**src/rtl/sr_latch_bank.sv**
```systemverilog
// Multi-channel set/reset event latches with sticky overrun flags and a
// lowest-first interrupt request whose index is frozen while being served.
module sr_latch_bank #(
    parameter int                  CHANNELS    = 8,
    parameter int                  SYNC_STAGES = 2,
    parameter logic [CHANNELS-1:0] EDGE_MASK   = {CHANNELS{1'b1}},
    parameter int                  IDX_W       = (CHANNELS > 1) ? $clog2(CHANNELS) : 1
) (
    input  logic                CLK,
    input  logic                RESET,
    input  logic [CHANNELS-1:0] SET,
    input  logic [CHANNELS-1:0] CLR,
    input  logic [CHANNELS-1:0] MASK,
    input  logic                ACK,
    output logic [CHANNELS-1:0] STATE,
    output logic [CHANNELS-1:0] OVERRUN,
    output logic                IRQ,
    output logic [IDX_W-1:0]    IDX
);

    typedef enum logic {IDLE, SERVE} fsm_t;

    logic [CHANNELS-1:0] w_s;
    logic [CHANNELS-1:0] r_sprev;
    logic [CHANNELS-1:0] w_event;
    logic [CHANNELS-1:0] r_state;
    logic [CHANNELS-1:0] r_ovr;
    logic [CHANNELS-1:0] w_state_nxt;
    logic [CHANNELS-1:0] w_ovr_nxt;
    logic [CHANNELS-1:0] w_pend;
    logic [CHANNELS-1:0] w_idx_hot;
    logic [CHANNELS-1:0] w_ack_hit;
    logic                w_pend_idx;
    logic [IDX_W-1:0]    w_low;

    fsm_t             r_fsm;
    fsm_t             w_fsm_nxt;
    logic             r_irq;
    logic             w_irq_nxt;
    logic [IDX_W-1:0] r_idx;
    logic [IDX_W-1:0] w_idx_nxt;

    generate
        if (SYNC_STAGES == 0) begin : g_nosync
            assign w_s = SET;
        end else begin : g_sync
            logic [CHANNELS-1:0] r_sync [SYNC_STAGES];
            always_ff @(posedge CLK) begin
                if (RESET) begin
                    for (int i = 0; i < SYNC_STAGES; i++) r_sync[i] <= '0;
                end else begin
                    r_sync[0] <= SET;
                    for (int i = 1; i < SYNC_STAGES; i++) r_sync[i] <= r_sync[i-1];
                end
            end
            assign w_s = r_sync[SYNC_STAGES-1];
        end
    endgenerate

    // A held level only counts as an event while the flag is clear, so it
    // re-arms the cycle after ACK/CLR and never produces an overrun by itself.
    assign w_event = (EDGE_MASK & w_s & ~r_sprev) | (~EDGE_MASK & w_s & ~r_state);
    assign w_pend  = r_state & ~MASK;

    always_comb begin
        w_idx_hot = '0;
        w_ack_hit = '0;
        w_low     = '0;
        for (int c = 0; c < CHANNELS; c++) begin
            w_idx_hot[c] = (r_idx == IDX_W'(c));
            w_ack_hit[c] = (r_fsm == SERVE) && ACK && w_idx_hot[c];
        end
        for (int c = CHANNELS - 1; c >= 0; c--) begin
            if (w_pend[c]) w_low = IDX_W'(c);
        end
    end

    assign w_pend_idx = |(w_pend & w_idx_hot);

    always_comb begin
        w_state_nxt = r_state;
        w_ovr_nxt   = r_ovr;
        for (int c = 0; c < CHANNELS; c++) begin
            if (CLR[c]) begin
                w_state_nxt[c] = 1'b0;
                w_ovr_nxt[c]   = 1'b0;
            end else if (w_event[c]) begin
                w_state_nxt[c] = 1'b1;
                w_ovr_nxt[c]   = r_ovr[c] | r_state[c];
            end else if (w_ack_hit[c]) begin
                w_state_nxt[c] = 1'b0;
                w_ovr_nxt[c]   = 1'b0;
            end
        end
    end

    always_comb begin
        w_fsm_nxt = r_fsm;
        w_irq_nxt = r_irq;
        w_idx_nxt = r_idx;
        case (r_fsm)
            IDLE: begin
                if (|w_pend) begin
                    w_fsm_nxt = SERVE;
                    w_irq_nxt = 1'b1;
                    w_idx_nxt = w_low;
                end
            end
            SERVE: begin
                if (ACK || !w_pend_idx) begin
                    w_fsm_nxt = IDLE;
                    w_irq_nxt = 1'b0;
                end
            end
            default: begin
                w_fsm_nxt = IDLE;
                w_irq_nxt = 1'b0;
            end
        endcase
    end

    always_ff @(posedge CLK) begin
        if (RESET) begin
            r_sprev <= '0;
            r_state <= '0;
            r_ovr   <= '0;
            r_fsm   <= IDLE;
            r_irq   <= 1'b0;
            r_idx   <= '0;
        end else begin
            r_sprev <= w_s;
            r_state <= w_state_nxt;
            r_ovr   <= w_ovr_nxt;
            r_fsm   <= w_fsm_nxt;
            r_irq   <= w_irq_nxt;
            r_idx   <= w_idx_nxt;
        end
    end

    assign STATE   = r_state;
    assign OVERRUN = r_ovr;
    assign IRQ     = r_irq;
    assign IDX     = r_idx;

endmodule

```
**config.mk**
```make
export PLATFORM = sky130hd
export DESIGN_NAME = sr_latch_bank
export DESIGN_NICKNAME = d
export VERILOG_FILES = /design/src/rtl/sr_latch_bank.sv
export SDC_FILE = /design/constraint.sdc
export NUM_CORES = 1
export LEC_CHECK = 0
export ABC_AREA = 1
export CAP_MARGIN = 0
export CORE_AREA = 2 2 80 82
export CTS_CLUSTER_DIAMETER = 50
export DETAILED_ROUTE_END_ITERATION = 6
export DIE_AREA = 0 0 82 84
export GPL_ROUTABILITY_DRIVEN = 0
export HOLD_SLACK_MARGIN = 0.02
export PLACE_DENSITY_LB_ADDON = 0.3
export SLEW_MARGIN = 20
export SYNTH_ARGS = -nofsm -noshare
export SYNTH_HDL_FRONTEND = slang
export SYNTH_SLANG_ARGS = --single-unit
```
**constraint.sdc**
```tcl
create_clock -name CLK -period 1.4 [get_ports CLK]
set_input_delay 0.28 -clock CLK [delete_from_list [all_inputs] [get_ports CLK]]
set_output_delay 0.28 -clock CLK [all_outputs]
set_load 0.01 [all_outputs]
```
==> flow_summary_export.csv <==
group,metric,value,unit
power_and_ir_drop,leakagePower,1.184,nW
critical_path,worst_r2r_path_depth,5,
power_and_ir_drop,net-switching-power,0.6193,mW
logic_synthesis,ys_warn_count,0,
job,max_cap_violations,0,
min_path,hold-path-endpoint,"g_sync.r_sync[0][13]",
logic_synthesis,synth_top_cells_by_count,"nor2_1, dfxtp_1, inv_1",
power_and_ir_drop,power_density_over_the_cells,986.8,nW/um^2
clocking,post_cts_hold_buffer_count,0,
route,routedWlPerCell,10.16,um
outcome,status,"completed",
critical_path,ff2ff_setup_slack,0.17,ns
clocking,clock_transition_at_path_regs,0.09,ns
grt,globalRouteOverflowTotal,0,
power_and_ir_drop,seq_power_share,54.7,%
logic_synthesis,post-synth-top-count-cell,"nor2_1",
logic_synthesis,post_synth_inst_count,234,
route,route.antenna.remaining_nets,0,
min_path,min_from,"g_sync.r_sync[0][5]",
die,die_height,84,um
placement,place.port_buffers,46,
power_and_ir_drop,internal-power,1.845,mW
min_path,hold_path_depth,2,
critical_path,worst_setup_path_end_kind,"register",
critical_path,timing.setup.critical_path_class,"in -> reg",
sta,finalCriticalPeriod,1.260,ns
logic_synthesis,synth.largest_area_cell,"dfxtp_1",
route,vias_per_cell,4.237,
finish,areaGrowthSynthToFinish,44.12,%
finish,num-fill-cells,658,
finish,antenna_cells,0,
logic_synthesis,synth_seq_area_share,51.99,%
route,drt_pre_antenna_iters,5,
clocking,htreeDepth,2,
sta,min_period_over_period,90.02,%
grt,grt_antenna_before_repair,0,
sta,endpoints_failing_hold,0,
route,drt_iter0_drc,80,
power_and_ir_drop,share_clk_of_total_power,32.5,%
sta,maxClockFrequency,793.5,MHz
min_path,min_path_type,"reg -> reg",
placement,dp_hpwl,2.958,mm
sta,worstMarginPinSlew,0.2862,ns
route,drt_wl_total,3.862,mm
clocking,clockBufferDepth,2,
critical_path,start_kind,"input pin",
power_and_ir_drop,combPwrFrac,12.8,%
die,floorplan.initialDensity,28.43,%
logic_synthesis,synth.net_count,261,
route,route.vias.total,1610,
grt,grt_max_degree,22,
sta,fin_hold_ws,0.4036,ns
finish,finish.net_count,329,
critical_path,critical_path_required,1.62,ns
power_and_ir_drop,power_switching_share,25.13,%
die,rows,29,
clocking,worstSkewPairLatency,0.29,ns
logic_synthesis,netlist.area_leader.share,51.99,%
clocking,tritoncts_num_sinks,45,
sta,timing.max_slew.rel_slack,80.76,%
grt,first_global_vias,1484,
power_and_ir_drop,irDropWorstVdd,0.4285,mV
logic_synthesis,netlist_area,1733,um^2
finish,finish.cell_count_without_fillers,380,
logic_synthesis,synth-seq-cells,45,
critical_path,worst_r2r_startpoint,"r_fsm",
sta,grt_setup_unrepaired,"no",
clocking,tritoncts.num_buffers,5,
placement,placed_cells,371,
die,count_of_pins_on_the_block_boundary,47,
critical_path,critPathMaxFanout,2,
grt,grtUsageTotal,12.22,%
sta,slew_violations,0,
critical_path,crit_arrival,1.48,ns
grt,grt_pass1_wl,6.472,mm
finish,final_layout_size_suffix_gt1_share,16.17,%
logic_synthesis,synthesis.area_per_instance,7.406,um^2
logic_synthesis,netlist-cell-type-count,21,
die,dieArea,6888,um^2
sta,setup_viol_count_final,0,
logic_synthesis,synth_top_cells_by_area,"dfxtp_1, nor2_1, inv_1, nand2_1, a21oi_1",
logic_synthesis,edff_count_synth,0,
power_and_ir_drop,report.power.total,2.464,mW
sta,fin_skew,0.004438,ns
critical_path,worstReg2RegEnd,"STATE[0]",
die,floorplan.die.width,82,um
clocking,tritoncts,"built",
die,core_region_area,6096,um^2
logic_synthesis,synth-async-reset-ratio,0,%
route,drcViolationCount,0,
clocking,cts_root_buffer,"clkbuf_8",
logic_synthesis,synth_flop_cell,"dfxtp_1",
[power groups by stage]
stage / clock network (mW) / registers (mW) / logic (mW)
final: 0.800 / 1.35 / 0.315
after global routing: 0.892 / 1.36 / 0.356
after CTS: 0.837 / 1.35 / 0.316
after detailed placement: 0 / 1.38 / 0.326
after global placement: 0 / 1.38 / 0.325
after floorplan: 0 / 1.39 / 0.140
[critical path, stage by stage]
cell and delay [ns]:
clkdlybuf4s50_1 0.46, inv_1 0.04, nand2_1 0.10, buf_4 0.13, nand2_1 0.04, nand2_1 0.05, nand2_1 0.05, nand2_1 0.06
nand2_1 0.05, nand2_1 0.05, nand2_1 0.05, a21oi_1 0.13
[sequential cells by signal, summed over array words and instances (netlist names)]
register and count:
r_fsm 1, r_sprev 8, IDX 3, IRQ 1
OVERRUN 8, STATE 8, g_sync.r_sync 16
[through the flow]
stage,setup TNS [ns],instance area (um^2),util (%),setup slack (ns)
final,0,2497,40.97,0.1397
after global routing,0,2497,40.97,0.003936
after CTS,0,2490,40.85,0.1233
after detailed placement,-2.056,2417,39.66,-0.1885
after global placement,-1.789,2417,39.66,-0.1619
after floorplan,0,1733,-,0.2685
[placed cells by master (no fill, tap or decap), types with 2 or more instances in the layout]
cell             count
nor2_1              58
o21ai_0              7
clkdlybuf4s50_1     26
inv_1               41
dlygate4sd2_1       20
o22ai_1              2
dfxtp_1             39
nand3_1              9
nand2_2              5
or2_2                7
nand4_1              2
o21bai_1             2
dfxtp_2              6
buf_4               18
o31ai_1              3
a21oi_1             14
nand2_1             27
nor2_2               2
clkbuf_8             5
[worst max path at each step]
stage	to	depth (start not counted)	slack (ns)	from
2_1_floorplan	IRQ	7	0.27	IDX[2]
3_3_place_gp	IRQ	10	-0.16	MASK[6]
3_5_place_dp	IRQ	10	-0.19	MASK[6]
4_1_cts	IDX[1]	11	0.12	MASK[6]
5_1_grt	IRQ	10	0.004	MASK[0]
6_report	IDX[0]	12	0.14	MASK[6]
[layer usage]
metal / share of wire, % / GRT usage (%) / wire [um] / vias up
li1: - / - / - / 851
met1: 45 / 15.02 / 1745 / 706
met2: 47 / 19.96 / 1823 / 47
met3: 5.9 / 3.355 / 229 / 6
met4: 1.6 / 4.697 / 63 / 0
met5: 0 / 0 / 0 / -
[repair_timing]
action                                  CTS  global route
endpoints found under the setup margin   20             1
gates resized for setup                  26             0
endpoints found under the hold margin     0             0
buffers inserted                          0             1
pin swaps                                 0             1
[cells by family after synthesis]
| kind of cell | synth area share [%] |
|---|---|
| and+or+nand+nor | 27.08 |
| buffers and inverters | 10.25 |
| DFF | 51.99 |
| AOI/OAI and AO/OA | 10.69 |
[area by class of cell]
type / instances / area (um^2) / share of cell area [%]
Inverter: 42 / 157.7 / 6.313
Sequential cell: 45 / 908.4 / 36.37
Clock inverter: 3 / 21.27 / 0.8517
Clock buffer: 5 / 68.82 / 2.756
Timing Repair Buffer: 65 / 590.6 / 23.65
Tap cell: 77 / 96.34 / 3.858
Multi-Input combinational cell: 143 / 654.4 / 26.20
Power figures use the tool's default switching activity.
